==> config.mk <==
export PLATFORM = sky130hd
export DESIGN_NAME = uart_tx_arbiter
export DESIGN_NICKNAME = d
export VERILOG_FILES = /design/src/rtl/uart_tx_arbiter.sv
export SDC_FILE = /design/constraint.sdc
export NUM_CORES = 1
export LEC_CHECK = 0
export ABC_AREA = 1
export CAP_MARGIN = 20
export CORE_UTILIZATION = 45
export CTS_CLUSTER_SIZE = 10
export DETAILED_ROUTE_END_ITERATION = 8
export HOLD_SLACK_MARGIN = 0.1
export MAX_ROUTING_LAYER = met4
export PLACE_DENSITY = 0.76
export SYNTH_ARGS = -nofsm -noshare
export SYNTH_HDL_FRONTEND = slang
export SYNTH_SLANG_ARGS = --single-unit
export TNS_END_PERCENT = 1
==> constraint.sdc <==
create_clock -name clk -period 1.32 [get_ports clk]
set_clock_uncertainty 0.15 [all_clocks]
set_input_delay 0.396 -clock clk [delete_from_list [all_inputs] [get_ports clk]]
set_output_delay 0.396 -clock clk [all_outputs]
set_load 0.05 [all_outputs]
==> src/rtl/uart_tx_arbiter.sv <==
// Round-robin arbiter feeding single bytes from N_REQ requesters into one UART
// transmitter; a requester keeps ownership until the last byte of its packet or a lock timeout.
module uart_tx_arbiter #(
  parameter int unsigned N_REQ        = 4,
  parameter int unsigned LOCK_TIMEOUT = 1024
) (
  input  logic                     clk,
  input  logic                     reset_n,
  input  logic [N_REQ-1:0]         req_valid_i,
  input  logic [8*N_REQ-1:0]       req_data_i,
  input  logic [N_REQ-1:0]         req_last_i,
  output logic [N_REQ-1:0]         req_ack_o,
  output logic [7:0]               tx_data_o,
  output logic                     tx_ready_o,
  input  logic                     tx_ack_i,
  output logic [$clog2(N_REQ)-1:0] grant_o,
  output logic                     busy_o,
  output logic                     timeout_o
);

  localparam int unsigned GW = $clog2(N_REQ);
  localparam int unsigned TW = (LOCK_TIMEOUT > 0) ? $clog2(LOCK_TIMEOUT + 1) : 1;
  localparam logic [TW-1:0] T_LAST = (LOCK_TIMEOUT > 0) ? TW'(LOCK_TIMEOUT - 1) : '0;
  localparam logic [TW-1:0] T_MAX  = '1;

  typedef enum logic [1:0] {IDLE, SEND, LOCKED} state_t;

  state_t            state, state_d;
  logic [GW-1:0]     ptr, ptr_d, grant_d, rr_idx;
  logic              rr_hit;
  logic [7:0]        hold_data, hold_data_d;
  logic              hold_last, hold_last_d;
  logic [TW-1:0]     timer, timer_d;
  logic [N_REQ-1:0]  ack_d;
  logic              timeout_d;
  logic [1:0]        rst_sync;
  logic              rst_n;

  // Reset asserts asynchronously but is released two clock edges later.
  always_ff @(posedge clk or negedge reset_n) begin
    if (!reset_n) rst_sync <= '0;
    else          rst_sync <= {rst_sync[0], 1'b1};
  end
  assign rst_n = rst_sync[1];

  // Search starts just after the previous packet owner, which is checked last.
  always_comb begin
    int unsigned cand;
    rr_hit = 1'b0;
    rr_idx = ptr;
    cand   = 0;
    for (int unsigned k = 1; k <= N_REQ; k++) begin
      cand = (32'(ptr) + k) % N_REQ;
      if (!rr_hit && req_valid_i[GW'(cand)]) begin
        rr_hit = 1'b1;
        rr_idx = GW'(cand);
      end
    end
  end

  always_comb begin
    state_d     = state;
    ptr_d       = ptr;
    grant_d     = grant_o;
    hold_data_d = hold_data;
    hold_last_d = hold_last;
    timer_d     = timer;
    ack_d       = '0;
    timeout_d   = 1'b0;
    case (state)
      IDLE: begin
        if (rr_hit) begin
          state_d       = SEND;
          grant_d       = rr_idx;
          hold_data_d   = req_data_i[{rr_idx, 3'b000} +: 8];
          hold_last_d   = req_last_i[rr_idx];
          ack_d[rr_idx] = 1'b1;
        end
      end
      SEND: begin
        if (tx_ack_i) begin
          if (hold_last) begin
            state_d = IDLE;
            ptr_d   = grant_o;
          end else begin
            state_d = LOCKED;
            timer_d = '0;
          end
        end
      end
      LOCKED: begin
        if (req_valid_i[grant_o]) begin
          state_d        = SEND;
          hold_data_d    = req_data_i[{grant_o, 3'b000} +: 8];
          hold_last_d    = req_last_i[grant_o];
          ack_d[grant_o] = 1'b1;
          timer_d        = '0;
        end else if (LOCK_TIMEOUT != 0 && timer == T_LAST) begin
          state_d   = IDLE;
          ptr_d     = grant_o;
          timeout_d = 1'b1;
        end else if (timer != T_MAX) begin
          timer_d = timer + 1'b1;
        end
      end
      default: state_d = IDLE;
    endcase
  end

  always_ff @(posedge clk or negedge rst_n) begin
    if (!rst_n) begin
      state     <= IDLE;
      ptr       <= GW'(N_REQ - 1);
      grant_o   <= '0;
      hold_data <= '0;
      hold_last <= 1'b0;
      timer     <= '0;
      req_ack_o <= '0;
      timeout_o <= 1'b0;
    end else begin
      state     <= state_d;
      ptr       <= ptr_d;
      grant_o   <= grant_d;
      hold_data <= hold_data_d;
      hold_last <= hold_last_d;
      timer     <= timer_d;
      req_ack_o <= ack_d;
      timeout_o <= timeout_d;
    end
  end

  assign tx_data_o  = hold_data;
  assign tx_ready_o = (state == SEND);
  assign busy_o     = (state != IDLE);

endmodule

==> results.yml <==
cts:
  cts_buffers: 5
  cts_max_level: 2
  ctsLongestPathBuffers: 2
  cts-root-buf: "clkbuf_8"
  cts.sinks: 33
  cts_tree: "done"
  insertion_delay_ps: 290
  clk_pin_slew_ps: 70
setup_path:
  critPathSlowestCell: "dfstp_2"
  slowest_delay_ps: 610
  endpoint: "hold_last"
  cp-start-kind: "flop"
  rr_worst_depth: 14
  r2r-end: "hold_last"
  path_class: "flop to flop"
  cp.arrival_ps: 2390
  setup.worst_path.start: "ptr[0]"
  r2r-start: "ptr[0]"
  r2r_slack_ps: -1040
  cp.required_ps: 1350
  crit_path_frequent_cell: "nand2_1"
  path_max_fanout: 6
  cp-end-kind: "flop"
  crit_chain: "buf_6 > nand2_1 > nand3_2 > nand2_4 > nand2_4 > nand2_4 > nand2_8 > nand2_2 > nand2_1 > nand2_1 > nand2_1 > nand3_1 > nand2_1 > nand2_1"
yosys:
  yosysSeqAreaShare_pct: 36.14
  synth_area_per_cell_um2: 6.863
  yosys_warnings: 0
  synth_area_um2: 2292
  synth_nets: 378
  netlist_instances: 334
  synthArstFlopShare_pct: 100.0
  synth-edff-count: 0
  ys_seq_elements: 33
  ys_types: 34
  ys.flop_type: "dfrtp_1"
timing:
  period_share_pct: 178.7
  finalHoldViolations: 0
  finalWorstSetupSlack_ps: -1039
  fin_crit_ps: 2359
  finalSetupViolations: 48
  drv_slew: 0
  fmaxAchievable_mhz: 423.8
  tns_ps: -24740
  rsz0062_at_grt: "yes"
placement:
  port-buffer-count: 59
  dp.cells: 519
  dp_hpwl_mm: 5.345
  routabilityCongestion: 0.9156
drt:
  wirelength_mm: 10.55
  wl_per_cell_um: 19.57
  postRouteAntennaNets: 0
  routed_via_density: 5.813
  drtIter0Drc: 336
  vias: 3133
  drc: 0
  dr.pass1.iters: 5
power_and_ir_drop:
  power_uw: 11800
  p_leak_uw: 0.002116
  power.density_nw_per_um2: 2757
  max-vdd-ir-drop_mv: 1.266
floorplanning:
  io_pins: 60
  start_util_pct: 47.58
  die_h_um: 73.37
  die_w_um: 73.37
  die_area_um2: 5383
  core_um2: 4817
  rows: 25
finish:
  syn2layout_area_growth_pct: 86.68
  finalNetCount: 515
  drive_gt1_share_pct: 44.92
  finalNonFillerCells: 539
  nFillCells: 202
  num_antenna_cells: 0
global_routing:
  antenna_found_initial: 0
  grt_max_degree: 31
  track_usage_pct: 32.63
  grt_pass1_wl_mm: 12.89
  grt_pass1_vias: 2779
  gr-total-overflow: 0
outcome:
  violations: "negative setup slack"
  outcome: "complete, but fails checks"
hold_path:
  hold_path.class: "flop to asynchronous set/reset pin"
run:
  maxCapViolations: 0
[report_power, final]
group          switching, µW  total (µW)  internal, µW
logic                   5570        9290          3720
clock network            370         842           471
registers                337        1670          1330
[sequential cells by signal, indices dropped and copies added, names as in the netlist]
signal / flops
req_ack_o: 4
state: 2
rst_sync: 2
timeout_o: 1
grant_o: 2
ptr: 2
timer: 11
hold_last: 1
tx_data_o: 8
[logic make-up (layout without fill, tap and decap cells)]
logic type               Yosys count  count (layout)  synth area share (%)
flip-flops                        33              33                 36.14
adder cells (fa/ha/maj)            1               1                0.5458
AO/OA/AOI/OAI                     33              33                 8.789
buffers and inverters             54             190                 10.43
other                              1               1                0.1636
XOR/XNOR                           1               1                0.3822
AND/OR/NAND/NOR                  211             213                 43.56
[cells in the mapped netlist (3+ instances only)]
| cell | number | area, µm² |
|---|---|---|
| buf_2 | 3 | 15.01 |
| o21ai_0 | 10 | 50.05 |
| nor2_2 | 4 | 25.02 |
| o31ai_1 | 3 | 22.52 |
| nand2_2 | 9 | 56.30 |
| nor2_1 | 18 | 67.56 |
| inv_1 | 44 | 165.2 |
| a21oi_1 | 7 | 35.03 |
| nand2_1 | 100 | 375.4 |
| o22ai_1 | 6 | 37.54 |
| nand3_2 | 4 | 40.04 |
| nand3_1 | 63 | 315.3 |
| nand2_4 | 4 | 45.04 |
| dfrtp_1 | 31 | 775.7 |
| buf_6 | 3 | 33.78 |
[repair_timing]
action,CTS,global route
endpoints found under the hold margin,1,0
setup buffers,1,8
gates cloned,2,0
resized for setup,44,63
hold buffers,1,0
setup endpoints to repair,48,48
pin swaps,12,29
[stage by stage]
| step | cell area, µm² | hold slack (ps) | setup WS [ps] | util (%) |
|---|---|---|---|---|
| floorplan | 2341 | -49.59 | -563.8 | - |
| global placement | 3656 | -109.5 | -1035 | 75.90 |
| detailed placement | 3656 | -106.3 | -1145 | 75.90 |
| CTS | 3950 | 108.4 | -767.1 | 82.00 |
| global route | 4279 | 118.2 | -1151 | 88.83 |
| finish | 4279 | 92.98 | -1039 | 88.83 |
[metal layers]
metal / routed length (µm) / vias to the layer above / GRT usage [%]
li1: - / 1361 / -
met1: 3819 / 1479 / 36.77
met2: 5293 / 223 / 56.38
met3: 837 / 70 / 5.075
met5: 0 / - / -
met4: 600 / 0 / 16.03
[layout by cell type (no fill, tap or decap), drive strengths merged, types with 2 or more instances in the layout]
| cell type | Yosys | layout |
|---|---|---|
| nor2 | 23 | 23 |
| dfrtp | 31 | 31 |
| buf | 8 | 93 |
| inv | 46 | 46 |
| o21ai | 12 | 12 |
| nand3b | 2 | 2 |
| o31ai | 3 | 3 |
| o22ai | 6 | 6 |
| clkdlybuf4s50 | 0 | 39 |
| dfstp | 2 | 2 |
| dlygate4sd2 | 0 | 3 |
| a21oi | 7 | 7 |
| nand3 | 68 | 70 |
| o21bai | 2 | 2 |
| nand4 | 2 | 2 |
| clkbuf | 0 | 7 |
| nand2 | 113 | 113 |
[worst min-delay path by stage]
| stage | startpoint | to | depth (start not counted) |
|---|---|---|---|
| 3_5_place_dp | rst_sync[1] | timeout_o | 0 |
| 5_1_grt | reset_n | rst_sync[0] | 1 |
| 3_3_place_gp | rst_sync[1] | timeout_o | 0 |
| 4_1_cts | rst_sync[1] | timer[1] | 1 |
| 2_1_floorplan | reset_n | rst_sync[0] | 0 |
| 6_report | rst_sync[1] | timer[1] | 1 |
[critical path, delay by kind of cell, from the launching register on]
| family | cells | cell delay, ps |
|---|---|---|
| buffers and inverters | 1 | 140 |
| AND/OR/NAND/NOR | 13 | 1350 |
| flip-flops | 1 | 610 |
[cell type report]
cell class              instances  area (µm²)  share of cell area (%)
flip-flops and latches         33       830.8                   19.42
clock inverters                 1       5.005                  0.1170
repair buffers                136        1414                   33.04
well taps                      67       83.83                   1.959
inverters                      46       177.7                   4.152
clock buffers                   7       96.34                   2.251
multi-input cells             249        1672                   39.06
No activity file was read; power rests on OpenSTA's default activity.
